`src/rtl/id_ex_stage.sv`:
```
// ID/EX pipeline register feeding the 32-bit ALU.
// Captures decoded operands and control, decodes the 4-bit ALU select, resolves
// EX/MEM and MEM/WB forwarding on the registered sources, detects load-use hazards
// and inserts bubbles on flush, hazard or an idle decode slot.
// Ports:
//   clk_i, rst_i            clock, asynchronous active-high reset
//   id_*_i                  decode-stage instruction fields and control
//   stall_i, flush_i        external hold / squash requests
//   exm_*_i, mwb_*_i        downstream destination, write enable and result for forwarding
//   op1_o, op2_o, alu_sel_o final ALU operands and select
//   store_data_o            forwarded rt value for stores
//   ex_*_o                  registered EX-stage valid, destination and control
//   hazard_o                load-use stall request to IF/ID
module id_ex_stage #(
  parameter int unsigned W  = 32,
  parameter int unsigned RA = 5
) (
  input  logic          clk_i,
  input  logic          rst_i,
  input  logic          id_valid_i,
  input  logic [W-1:0]  id_rs_data_i,
  input  logic [W-1:0]  id_rt_data_i,
  input  logic [15:0]   id_imm_i,
  input  logic [RA-1:0] id_rs_i,
  input  logic [RA-1:0] id_rt_i,
  input  logic [RA-1:0] id_rd_i,
  input  logic [5:0]    id_funct_i,
  input  logic [2:0]    id_alu_op_i,
  input  logic          id_alu_src_i,
  input  logic          id_sign_ext_i,
  input  logic          id_reg_dst_i,
  input  logic          id_reg_write_i,
  input  logic          id_mem_read_i,
  input  logic          id_mem_write_i,
  input  logic          id_mem_to_reg_i,
  input  logic          stall_i,
  input  logic          flush_i,
  input  logic [RA-1:0] exm_dst_i,
  input  logic          exm_wr_i,
  input  logic [W-1:0]  exm_res_i,
  input  logic [RA-1:0] mwb_dst_i,
  input  logic          mwb_wr_i,
  input  logic [W-1:0]  mwb_res_i,
  output logic [W-1:0]  op1_o,
  output logic [W-1:0]  op2_o,
  output logic [3:0]    alu_sel_o,
  output logic [W-1:0]  store_data_o,
  output logic          ex_valid_o,
  output logic [RA-1:0] ex_dst_o,
  output logic          ex_reg_write_o,
  output logic          ex_mem_read_o,
  output logic          ex_mem_write_o,
  output logic          ex_mem_to_reg_o,
  output logic          hazard_o
);

  localparam logic [3:0] SelNop = 4'b1000;

  typedef struct packed {
    logic          valid;
    logic [RA-1:0] rs;
    logic [RA-1:0] rt;
    logic [RA-1:0] dst;
    logic [W-1:0]  rs_data;
    logic [W-1:0]  rt_data;
    logic [W-1:0]  imm;
    logic          alu_src;
    logic          reg_write;
    logic          mem_read;
    logic          mem_write;
    logic          mem_to_reg;
  } ex_t;

  // A bubble is ex_q == '0 together with sel_q == SelNop.
  ex_t        ex_q, ex_d;
  logic [3:0] sel_q, sel_d;

  logic [3:0]   dec_sel;
  logic         dec_ok;
  logic [W-1:0] imm_ext;
  logic [W-1:0] rs_fwd, rt_fwd;

  assign imm_ext = id_sign_ext_i ? {{(W-16){id_imm_i[15]}}, id_imm_i} : {{(W-16){1'b0}}, id_imm_i};

  // ALU select decode; an unrecognised R-type funct becomes a nop that never writes back.
  always_comb begin
    dec_sel = SelNop;
    dec_ok  = 1'b1;
    case (id_alu_op_i)
      3'b000: dec_sel = 4'b0010;
      3'b001: dec_sel = 4'b0110;
      3'b010: begin
        case (id_funct_i)
          6'h24:        dec_sel = 4'b0000;
          6'h25:        dec_sel = 4'b0001;
          6'h20, 6'h21: dec_sel = 4'b0010;
          6'h18:        dec_sel = 4'b0011;
          6'h1A:        dec_sel = 4'b0100;
          6'h26:        dec_sel = 4'b0101;
          6'h22, 6'h23: dec_sel = 4'b0110;
          6'h2A:        dec_sel = 4'b0111;
          default:      dec_ok  = 1'b0;
        endcase
      end
      3'b011: dec_sel = 4'b0000;
      3'b100: dec_sel = 4'b0001;
      3'b101: dec_sel = 4'b0101;
      3'b110: dec_sel = 4'b0111;
      default: dec_sel = SelNop;
    endcase
  end

  // Stores read rt in EX too, so an rt match matters even when OP2 is the immediate.
  assign hazard_o = ex_q.valid & ex_q.mem_read & id_valid_i & (ex_q.dst != '0) &
                    ((ex_q.dst == id_rs_i) |
                     ((ex_q.dst == id_rt_i) & (~id_alu_src_i | id_mem_write_i)));

  always_comb begin
    ex_d  = ex_q;
    sel_d = sel_q;
    if (flush_i || (!stall_i && (hazard_o || !id_valid_i))) begin
      ex_d  = '0;
      sel_d = SelNop;
    end else if (!stall_i) begin
      ex_d.valid      = 1'b1;
      ex_d.rs         = id_rs_i;
      ex_d.rt         = id_rt_i;
      ex_d.dst        = id_reg_dst_i ? id_rd_i : id_rt_i;
      ex_d.rs_data    = id_rs_data_i;
      ex_d.rt_data    = id_rt_data_i;
      ex_d.imm        = imm_ext;
      ex_d.alu_src    = id_alu_src_i;
      ex_d.reg_write  = id_reg_write_i & dec_ok;
      ex_d.mem_read   = id_mem_read_i;
      ex_d.mem_write  = id_mem_write_i;
      ex_d.mem_to_reg = id_mem_to_reg_i;
      sel_d           = dec_sel;
    end
  end

  always_ff @(posedge clk_i or posedge rst_i) begin
    if (rst_i) begin
      ex_q  <= '0;
      sel_q <= SelNop;
    end else begin
      ex_q  <= ex_d;
      sel_q <= sel_d;
    end
  end

  // EX/MEM is the younger producer, so it wins over MEM/WB; r0 is never forwarded.
  always_comb begin
    rs_fwd = ex_q.rs_data;
    if (exm_wr_i && (exm_dst_i != '0) && (exm_dst_i == ex_q.rs)) begin
      rs_fwd = exm_res_i;
    end else if (mwb_wr_i && (mwb_dst_i != '0) && (mwb_dst_i == ex_q.rs)) begin
      rs_fwd = mwb_res_i;
    end
    rt_fwd = ex_q.rt_data;
    if (exm_wr_i && (exm_dst_i != '0) && (exm_dst_i == ex_q.rt)) begin
      rt_fwd = exm_res_i;
    end else if (mwb_wr_i && (mwb_dst_i != '0) && (mwb_dst_i == ex_q.rt)) begin
      rt_fwd = mwb_res_i;
    end
  end

  // Bubbles present zero operands so the ALU zero flag is deterministic.
  assign op1_o           = ex_q.valid ? rs_fwd : '0;
  assign op2_o           = ex_q.valid ? (ex_q.alu_src ? ex_q.imm : rt_fwd) : '0;
  assign alu_sel_o       = sel_q;
  assign store_data_o    = rt_fwd;
  assign ex_valid_o      = ex_q.valid;
  assign ex_dst_o        = ex_q.dst;
  assign ex_reg_write_o  = ex_q.reg_write;
  assign ex_mem_read_o   = ex_q.mem_read;
  assign ex_mem_write_o  = ex_q.mem_write;
  assign ex_mem_to_reg_o = ex_q.mem_to_reg;

endmodule

```
`config.mk`:
```
export PLATFORM = sky130hd
export DESIGN_NAME = id_ex_stage
export DESIGN_NICKNAME = d
export VERILOG_FILES = /design/src/rtl/id_ex_stage.sv
export SDC_FILE = /design/constraint.sdc
export NUM_CORES = 1
export LEC_CHECK = 0
export CAP_MARGIN = 20
export CORE_AREA = 2 2 155 157
export CTS_CLUSTER_SIZE = 16
export DETAILED_ROUTE_END_ITERATION = 8
export DIE_AREA = 0 0 157 159
export PLACE_DENSITY_LB_ADDON = 0.12
export SETUP_SLACK_MARGIN = 0.05
export SLEW_MARGIN = 20
export SYNTH_ARGS = -nofsm -noshare
export SYNTH_HDL_FRONTEND = slang
export SYNTH_SLANG_ARGS = --single-unit
```
`constraint.sdc`:
```
create_clock -name clk_i -period 11.1 [get_ports clk_i]
set_input_delay 2.22 -clock clk_i [delete_from_list [all_inputs] [get_ports clk_i]]
set_output_delay 2.22 -clock clk_i [all_outputs]
set_load 0.01 [all_outputs]
```
==> impl_metrics.prom, run 1 <==
# TYPE chip_impl_metric gauge
chip_impl_metric{name="clk_latency",unit="ns"} 0.36
chip_impl_metric{name="placer_s_final_routability_congestion_estimate",unit=""} 0.925
chip_impl_metric{name="placeableCoreArea",unit="um2"} 23200
chip_impl_metric{name="total_power",unit="uW"} 986
chip_impl_metric{name="worst_hold_slack",unit="ns"} 0.500
chip_impl_metric{name="worst_pin_slew",unit="ns"} 1.00
chip_impl_metric{name="finalClockSkew",unit="ns"} 0.0110
chip_impl_metric{name="routed_wire_length_per_instance",unit="um"} 24.1
chip_impl_metric{name="critical_path_required",unit="ns"} 8.88
chip_impl_info{name="critical_path_launch_point_type",value="primary input"} 1
chip_impl_metric{name="postCtsHoldBufs",unit=""} 0
chip_impl_metric{name="grt_first_pass_wirelength",unit="mm"} 46.9
chip_impl_metric{name="grt_max_degree",unit=""} 80
chip_impl_metric{name="mappedNetlistNets",unit=""} 909
chip_impl_info{name="postSynth.topFlopCell",value="sky130_fd_sc_hd__dfrtp_1"} 1
chip_impl_metric{name="cts.clk_slew.worst_paths",unit="ns"} 0.07
chip_impl_metric{name="clock.fmax",unit="MHz"} 129
chip_impl_metric{name="synthDistinctLibCells",unit=""} 51
chip_impl_metric{name="drc",unit=""} 0
chip_impl_metric{name="final_hold_viol_count",unit=""} 0
chip_impl_metric{name="drt_first_pass_iters",unit=""} 5
chip_impl_metric{name="max_slew_violations",unit=""} 0
chip_impl_metric{name="timing.max_slew.rel_slack",unit=""} 0.330
chip_impl_metric{name="p_per_area",unit="nW/um2"} 95.8
chip_impl_metric{name="leakage_power",unit="nW"} 4.06
chip_impl_metric{name="die_h",unit="um"} 159
chip_impl_metric{name="synth_area",unit="um2"} 6860
chip_impl_metric{name="post-place-ws",unit="ns"} 3.36
chip_impl_metric{name="fp.dieW",unit="um"} 157
chip_impl_metric{name="clock_tree.htree_level_count",unit=""} 3
chip_impl_metric{name="cts_num_sinks",unit=""} 106
chip_impl_metric{name="final_net_count",unit=""} 1153
chip_impl_metric{name="layout-area-overhead-vs-synth",unit="%"} 50.0
chip_impl_metric{name="report.final.setup_viol",unit=""} 0
chip_impl_metric{name="numCtsBuffers",unit=""} 9
chip_impl_metric{name="average_via_count_per_standard_cell",unit=""} 5.53
chip_impl_metric{name="die_area",unit="um2"} 25000
chip_impl_info{name="status",value="complete, no violations"} 1
chip_impl_metric{name="synth_enable_flop_cells",unit=""} 0
chip_impl_metric{name="starting_utilization_of_the_core_area",unit=""} 0.296
chip_impl_info{name="most-common-layout-cells",value="sky130_fd_sc_hd__clkdlybuf4s50_1 (302), sky130_fd_sc_hd__dfrtp_1 (104), sky130_fd_sc_hd__a22o_1 (100)"} 1
chip_impl_info{name="timing_worst_setup_path_type",value="in2out"} 1
chip_impl_metric{name="detailedRoute.firstIterationViolations",unit=""} 467
chip_impl_metric{name="cts.path.max_buffers",unit=""} 2
chip_impl_info{name="final_common_cell",value="sky130_fd_sc_hd__clkdlybuf4s50_1"} 1
chip_impl_metric{name="layout_cell_share_with_drive_strength_beyond_1",unit=""} 0.0507
chip_impl_metric{name="grt.total_usage",unit=""} 0.247
chip_impl_metric{name="cap_violations",unit=""} 0
chip_impl_metric{name="post_synth.cell_area_avg",unit="um2"} 9.56
chip_impl_metric{name="fin_crit",unit="ns"} 7.76
chip_impl_metric{name="drt_wl_total",unit="mm"} 31.0
chip_impl_metric{name="syn_inst",unit=""} 717
chip_impl_metric{name="detailed_place_hpwl",unit="mm"} 21.8
chip_impl_metric{name="via_count",unit=""} 7112
chip_impl_metric{name="timing.setup.tns",unit="ns"} 0
chip_impl_metric{name="cts_setup_buffers",unit=""} 0
chip_impl_metric{name="floorplan.rows",unit=""} 56
chip_impl_metric{name="ys_seq_elements",unit=""} 106
chip_impl_metric{name="post_cts_resized",unit=""} 0
chip_impl_metric{name="async_flop_share",unit=""} 1.00
chip_impl_metric{name="synth.yosys.seq_area_share",unit=""} 0.387
chip_impl_info{name="worst_hold_path_type",value="reg2reg"} 1
chip_impl_metric{name="maximum_fanout_along_the_worst_path",unit=""} 33
chip_impl_metric{name="buffer_ports.inserted",unit=""} 302
chip_impl_info{name="end_kind",value="primary output"} 1
chip_impl_metric{name="irDropWorstVdd",unit="mV"} 0.0661
chip_impl_metric{name="boundaryPins",unit=""} 303
chip_impl_metric{name="grt_antenna_before_repair",unit=""} 2
chip_impl_metric{name="ant_nets",unit=""} 0
chip_impl_metric{name="timing.final.crit_share",unit=""} 0.699
chip_impl_metric{name="worst_setup_margin",unit="ns"} 3.34
chip_impl_metric{name="cp.arrival",unit="ns"} 5.54
chip_impl_info{name="tritoncts",value="built"} 1
chip_impl_info{name="root_buffer",value="sky130_fd_sc_hd__clkbuf_16"} 1
chip_impl_metric{name="first_global_vias",unit=""} 7520
chip_impl_metric{name="total_number_of_yosys_warnings",unit=""} 0
chip_impl_metric{name="grt-ovfl-total",unit=""} 0
chip_impl_info{name="rsz0062_at_grt",value="no"} 1
==> layer usage <==
metal / global-route usage / share of wire / vias to the layer above
li1: - / - / 3262
met1: 0.308 / 0.41 / 3501
met2: 0.420 / 0.49 / 305
met3: 0.0566 / 0.070 / 42
met4: 0.0805 / 0.026 / 2
met5: 0 / 0.00039 / -
==> cells in the mapped netlist (2+ instances only) <==
cell type / count / share of area
sky130_fd_sc_hd__or4_1: 2 / 0.0022
sky130_fd_sc_hd__xnor2_1: 17 / 0.022
sky130_fd_sc_hd__a21boi_0: 2 / 0.0022
sky130_fd_sc_hd__buf_4: 9 / 0.0099
sky130_fd_sc_hd__a21boi_1: 14 / 0.015
sky130_fd_sc_hd__nand4bb_1: 2 / 0.0033
sky130_fd_sc_hd__mux2i_1: 33 / 0.048
sky130_fd_sc_hd__inv_1: 19 / 0.010
sky130_fd_sc_hd__o21ai_0: 35 / 0.026
sky130_fd_sc_hd__nor2_1: 8 / 0.0044
sky130_fd_sc_hd__nand3_1: 4 / 0.0029
sky130_fd_sc_hd__a31oi_1: 32 / 0.029
sky130_fd_sc_hd__nor2b_1: 4 / 0.0036
sky130_fd_sc_hd__buf_1: 3 / 0.0016
sky130_fd_sc_hd__a22o_1: 100 / 0.13
sky130_fd_sc_hd__xor2_1: 14 / 0.018
sky130_fd_sc_hd__nand4_1: 17 / 0.016
sky130_fd_sc_hd__clkbuf_1: 46 / 0.025
sky130_fd_sc_hd__a32o_1: 4 / 0.0058
sky130_fd_sc_hd__nand2_1: 21 / 0.011
sky130_fd_sc_hd__or4_4: 2 / 0.0033
sky130_fd_sc_hd__o31a_1: 16 / 0.020
sky130_fd_sc_hd__o31ai_1: 33 / 0.036
sky130_fd_sc_hd__dfrtp_1: 105 / 0.38
sky130_fd_sc_hd__nand2b_1: 2 / 0.0018
sky130_fd_sc_hd__and3_1: 2 / 0.0018
sky130_fd_sc_hd__mux2_2: 6 / 0.0099
sky130_fd_sc_hd__a21oi_1: 53 / 0.039
sky130_fd_sc_hd__and4_1: 17 / 0.022
sky130_fd_sc_hd__buf_2: 17 / 0.012
sky130_fd_sc_hd__nor3_1: 34 / 0.025
sky130_fd_sc_hd__buf_6: 7 / 0.011
sky130_fd_sc_hd__a21o_1: 19 / 0.021
==> state kept, by name (all words and copies together) (netlist names) <==
signal / cells
ex_dst_o: 5
ex_q: 92
ex_mem_read_o: 1
ex_mem_to_reg_o: 1
ex_valid_o: 1
ex_mem_write_o: 1
alu_sel_o: 4
ex_reg_write_o: 1
==> cell families (layout without fill, tap and decap cells) <==
logic type / Yosys count / count (layout) / share of synthesized area
XOR/XNOR: 31 / 31 / 0.0396
buffers and inverters: 101 / 350 / 0.0710
AO/OA/AOI/OAI: 318 / 318 / 0.337
multiplexers: 39 / 39 / 0.0580
other: 0 / 1 / 0
AND/OR/NAND/NOR: 122 / 122 / 0.107
flip-flops: 106 / 106 / 0.387
==> path summary, 6_finish.rpt <==
kind                                 from             end  slack (ns)  depth (start not counted)
min                        ex_reg_write_o  ex_reg_write_o        0.50                          1
min reg2reg                ex_reg_write_o  ex_reg_write_o        0.50                          1
min in group asynchronous           rst_i        ex_q[16]        2.31                          2
max                          mwb_dst_i[1]       op1_o[21]        3.34                          8
max in group asynchronous           rst_i      ex_valid_o        7.50                          3
max reg2reg                   ex_dst_o[1]        ex_q[43]        8.29                          5
==> worst max-delay path, stage by stage <==
cell and delay [ns]:
sky130_fd_sc_hd__clkdlybuf4s50_1 0.47, sky130_fd_sc_hd__or4_4 0.58, sky130_fd_sc_hd__o21ai_4 0.76, sky130_fd_sc_hd__nor4_4 0.11, sky130_fd_sc_hd__buf_4 0.37, sky130_fd_sc_hd__mux2i_1 0.19, sky130_fd_sc_hd__a21oi_1 0.23, sky130_fd_sc_hd__clkdlybuf4s50_1 0.57
==> metrics by stage <==
| step | cell area (um2) | instances | utilization |
|---|---|---|---|
| after floorplan | 6860 | 717 | - |
| after global placement | 9990 | 1269 | 0.431 |
| after detailed placement | 10000 | 1269 | 0.431 |
| after CTS | 10300 | 1285 | 0.444 |
| after global routing | 10300 | 1286 | 0.444 |
| final | 10300 | 1286 | 0.444 |
==> area by class of cell <==
class,count,area (um2)
sequential,106,2660
fill,2325,12900
clock inverter,6,61.3
multi-input combinational,510,3750
clock buffer,10,229
antenna,1,2.50
tap,319,399
timing repair buffer,315,3120
inverter,19,73.8
==> power by group <==
part | total, mW | switching (mW) | internal [mW] | leakage, nW
Combinational | 0.241 | 0.120 | 0.121 | 2.48
Clock | 0.331 | 0.173 | 0.159 | 0.138
Sequential | 0.414 | 0.0130 | 0.401 | 1.44
No activity file was read; power rests on OpenSTA's default activity.
==> run 2, diff against run 1 <==
- clock period: 11.1 -> 6.72 ns (I/O delays scaled with it)
==> impl_metrics.prom, run 2 (synthesis gave the netlist of run 1 again) <==
# TYPE chip_impl_metric gauge
chip_impl_metric{name="placeableCoreArea",unit="um2"} 23200
chip_impl_metric{name="worst_pin_slew",unit="ns"} 0.993
chip_impl_metric{name="timing.final.crit_share",unit=""} 0.883
chip_impl_metric{name="via_count",unit=""} 7077
chip_impl_metric{name="max_reg_flops",unit=""} 92
chip_impl_metric{name="final.fill_count",unit=""} 2283
chip_impl_metric{name="fp.dieW",unit="um"} 157
chip_impl_metric{name="layout.cells.non_filler",unit=""} 1292
chip_impl_metric{name="irDropWorstVdd",unit="mV"} 0.130
chip_impl_info{name="critical_path_launch_point_type",value="primary input"} 1
chip_impl_metric{name="detailed_place_hpwl",unit="mm"} 22.0
chip_impl_info{name="largest-register",value="ex_q"} 1
chip_impl_metric{name="maximum_fanout_along_the_worst_path",unit=""} 39
chip_impl_metric{name="ant_nets",unit=""} 0
chip_impl_metric{name="cts_num_sinks",unit=""} 106
chip_impl_info{name="status",value="complete, no violations"} 1
chip_impl_metric{name="first_global_vias",unit=""} 7334
chip_impl_metric{name="numCtsBuffers",unit=""} 9
chip_impl_metric{name="cts.path.max_buffers",unit=""} 2
chip_impl_metric{name="average_via_count_per_standard_cell",unit=""} 5.48
chip_impl_metric{name="grt_antenna_before_repair",unit=""} 1
chip_impl_metric{name="drt_first_pass_iters",unit=""} 5
chip_impl_metric{name="placer_s_final_routability_congestion_estimate",unit=""} 0.945
chip_impl_info{name="worst_hold_path_type",value="reg2reg"} 1
chip_impl_info{name="most-common-layout-cells",value="sky130_fd_sc_hd__clkdlybuf4s50_1 (302), sky130_fd_sc_hd__dfrtp_1 (104), sky130_fd_sc_hd__a22o_1 (100)"} 1
chip_impl_metric{name="drt_wl_total",unit="mm"} 30.2
chip_impl_metric{name="timing.reg2reg.worst_path_depth",unit=""} 5
chip_impl_metric{name="clk_latency",unit="ns"} 0.36
chip_impl_metric{name="cts.clk_slew.worst_paths",unit="ns"} 0.07
chip_impl_metric{name="routed_wire_length_per_instance",unit="um"} 23.4
chip_impl_metric{name="timing.setup.tns",unit="ns"} 0
chip_impl_metric{name="cp.arrival",unit="ns"} 4.59
chip_impl_metric{name="die_h",unit="um"} 159
chip_impl_info{name="end_kind",value="primary output"} 1
chip_impl_metric{name="grt.total_usage",unit=""} 0.237
chip_impl_metric{name="clock.fmax",unit="MHz"} 169
chip_impl_metric{name="fin_crit",unit="ns"} 5.93
chip_impl_metric{name="timing.max_slew.rel_slack",unit=""} 0.338
chip_impl_metric{name="detailedRoute.firstIterationViolations",unit=""} 399
chip_impl_info{name="endpoint",value="op1_o[31]"} 1
chip_impl_metric{name="layout-area-overhead-vs-synth",unit="%"} 51.1
chip_impl_info{name="rr_endpoint",value="ex_q[4]"} 1
chip_impl_metric{name="drc",unit=""} 0
chip_impl_metric{name="buffer_ports.inserted",unit=""} 302
chip_impl_info{name="rsz0062_at_grt",value="no"} 1
chip_impl_metric{name="place.detailed.instances",unit=""} 1275
chip_impl_metric{name="cap_violations",unit=""} 0
chip_impl_metric{name="floorplan.rows",unit=""} 56
chip_impl_metric{name="layout_cell_share_with_drive_strength_beyond_1",unit=""} 0.0576
chip_impl_info{name="tritoncts",value="built"} 1
chip_impl_metric{name="report.final.setup_viol",unit=""} 0
chip_impl_info{name="worst_setup_path_startpoint",value="exm_dst_i[1]"} 1
chip_impl_metric{name="leakage_power",unit="nW"} 4.11
chip_impl_metric{name="grt-ovfl-total",unit=""} 0
chip_impl_metric{name="clock_tree.htree_level_count",unit=""} 3
chip_impl_metric{name="post_cts_resized",unit=""} 0
chip_impl_metric{name="critical_path_required",unit="ns"} 5.38
chip_impl_metric{name="max_slew_violations",unit=""} 0
chip_impl_metric{name="postCtsHoldBufs",unit=""} 0
chip_impl_metric{name="cts_setup_buffers",unit=""} 0
chip_impl_metric{name="p_per_area",unit="nW/um2"} 161
chip_impl_info{name="root_buffer",value="sky130_fd_sc_hd__clkbuf_16"} 1
chip_impl_metric{name="grt_max_degree",unit=""} 75
chip_impl_metric{name="finalClockSkew",unit="ns"} 0.0139
chip_impl_metric{name="final_net_count",unit=""} 1159
chip_impl_metric{name="r2r_slack",unit="ns"} 3.90
chip_impl_metric{name="total_power",unit="mW"} 1.66
chip_impl_metric{name="starting_utilization_of_the_core_area",unit=""} 0.296
chip_impl_info{name="final_common_cell",value="sky130_fd_sc_hd__clkdlybuf4s50_1"} 1
chip_impl_metric{name="die_area",unit="um2"} 25000
chip_impl_metric{name="grt_first_pass_wirelength",unit="mm"} 44.8
chip_impl_metric{name="fin_util",unit=""} 0.447
chip_impl_metric{name="boundaryPins",unit=""} 303
chip_impl_info{name="r2r_start",value="ex_dst_o[1]"} 1
chip_impl_info{name="timing_worst_setup_path_type",value="in2out"} 1
chip_impl_metric{name="final_hold_viol_count",unit=""} 0
## run 2: how the worst min path moves through the flow
stage,startpoint,endpoint,slack [ns],cells past startpoint
after floorplan,ex_q[35],ex_q[35],0.46,1
after global placement,ex_q[35],ex_q[35],0.47,1
after detailed placement,ex_q[35],ex_q[35],0.48,1
after CTS,ex_q[35],ex_q[35],0.49,1
after global routing,alu_sel_o[1],alu_sel_o[1],0.51,1
final,ex_q[35],ex_q[35],0.49,1
## run 2: cell type report
class / instances / area [um2] / area share
Timing Repair Buffer: 321 / 3170 / 0.306
Tap cell: 319 / 399 / 0.0385
Multi-Input combinational cell: 510 / 3750 / 0.362
Sequential cell: 106 / 2660 / 0.256
Clock buffer: 9 / 225 / 0.0217
Inverter: 19 / 73.8 / 0.00712
Clock inverter: 7 / 92.6 / 0.00894
Antenna cell: 1 / 2.50 / 0.000242
## run 2: routing by layer
| layer | track usage | up-vias | share of wire |
|---|---|---|---|
| met1 | 0.299 | 3454 | 0.42 |
| met4 | 0.0930 | 0 | 0.033 |
| met2 | 0.400 | 311 | 0.49 |
| met3 | 0.0435 | 40 | 0.066 |
| li1 | - | 3272 | - |
| met5 | 0 | - | 0 |
## run 2: through the flow
stage	cell area [um2]	setup WS, ns	hold WS (ns)
floorplan	6860	2.51	0.458
global placement	10000	0.860	0.467
detailed placement	10000	0.823	0.477
CTS	10400	0.809	0.493
global route	10400	0.623	0.513
finish	10400	0.786	0.488
## run 2: where the power goes
| part | switching [mW] | internal, mW | total (mW) |
|---|---|---|---|
| combinational | 0.198 | 0.203 | 0.401 |
| sequential | 0.0180 | 0.662 | 0.680 |
| clock | 0.282 | 0.300 | 0.582 |
## run 2: worst max-delay path, cell delays in order
cell and delay [ns]:
sky130_fd_sc_hd__clkdlybuf4s50_1 0.47, sky130_fd_sc_hd__or4_4 0.60, sky130_fd_sc_hd__o21ai_0 0.17, sky130_fd_sc_hd__or4_2 0.71
sky130_fd_sc_hd__buf_4 0.38, sky130_fd_sc_hd__o21ai_0 0.10, sky130_fd_sc_hd__a21oi_1 0.22, sky130_fd_sc_hd__clkdlybuf4s50_1 0.57
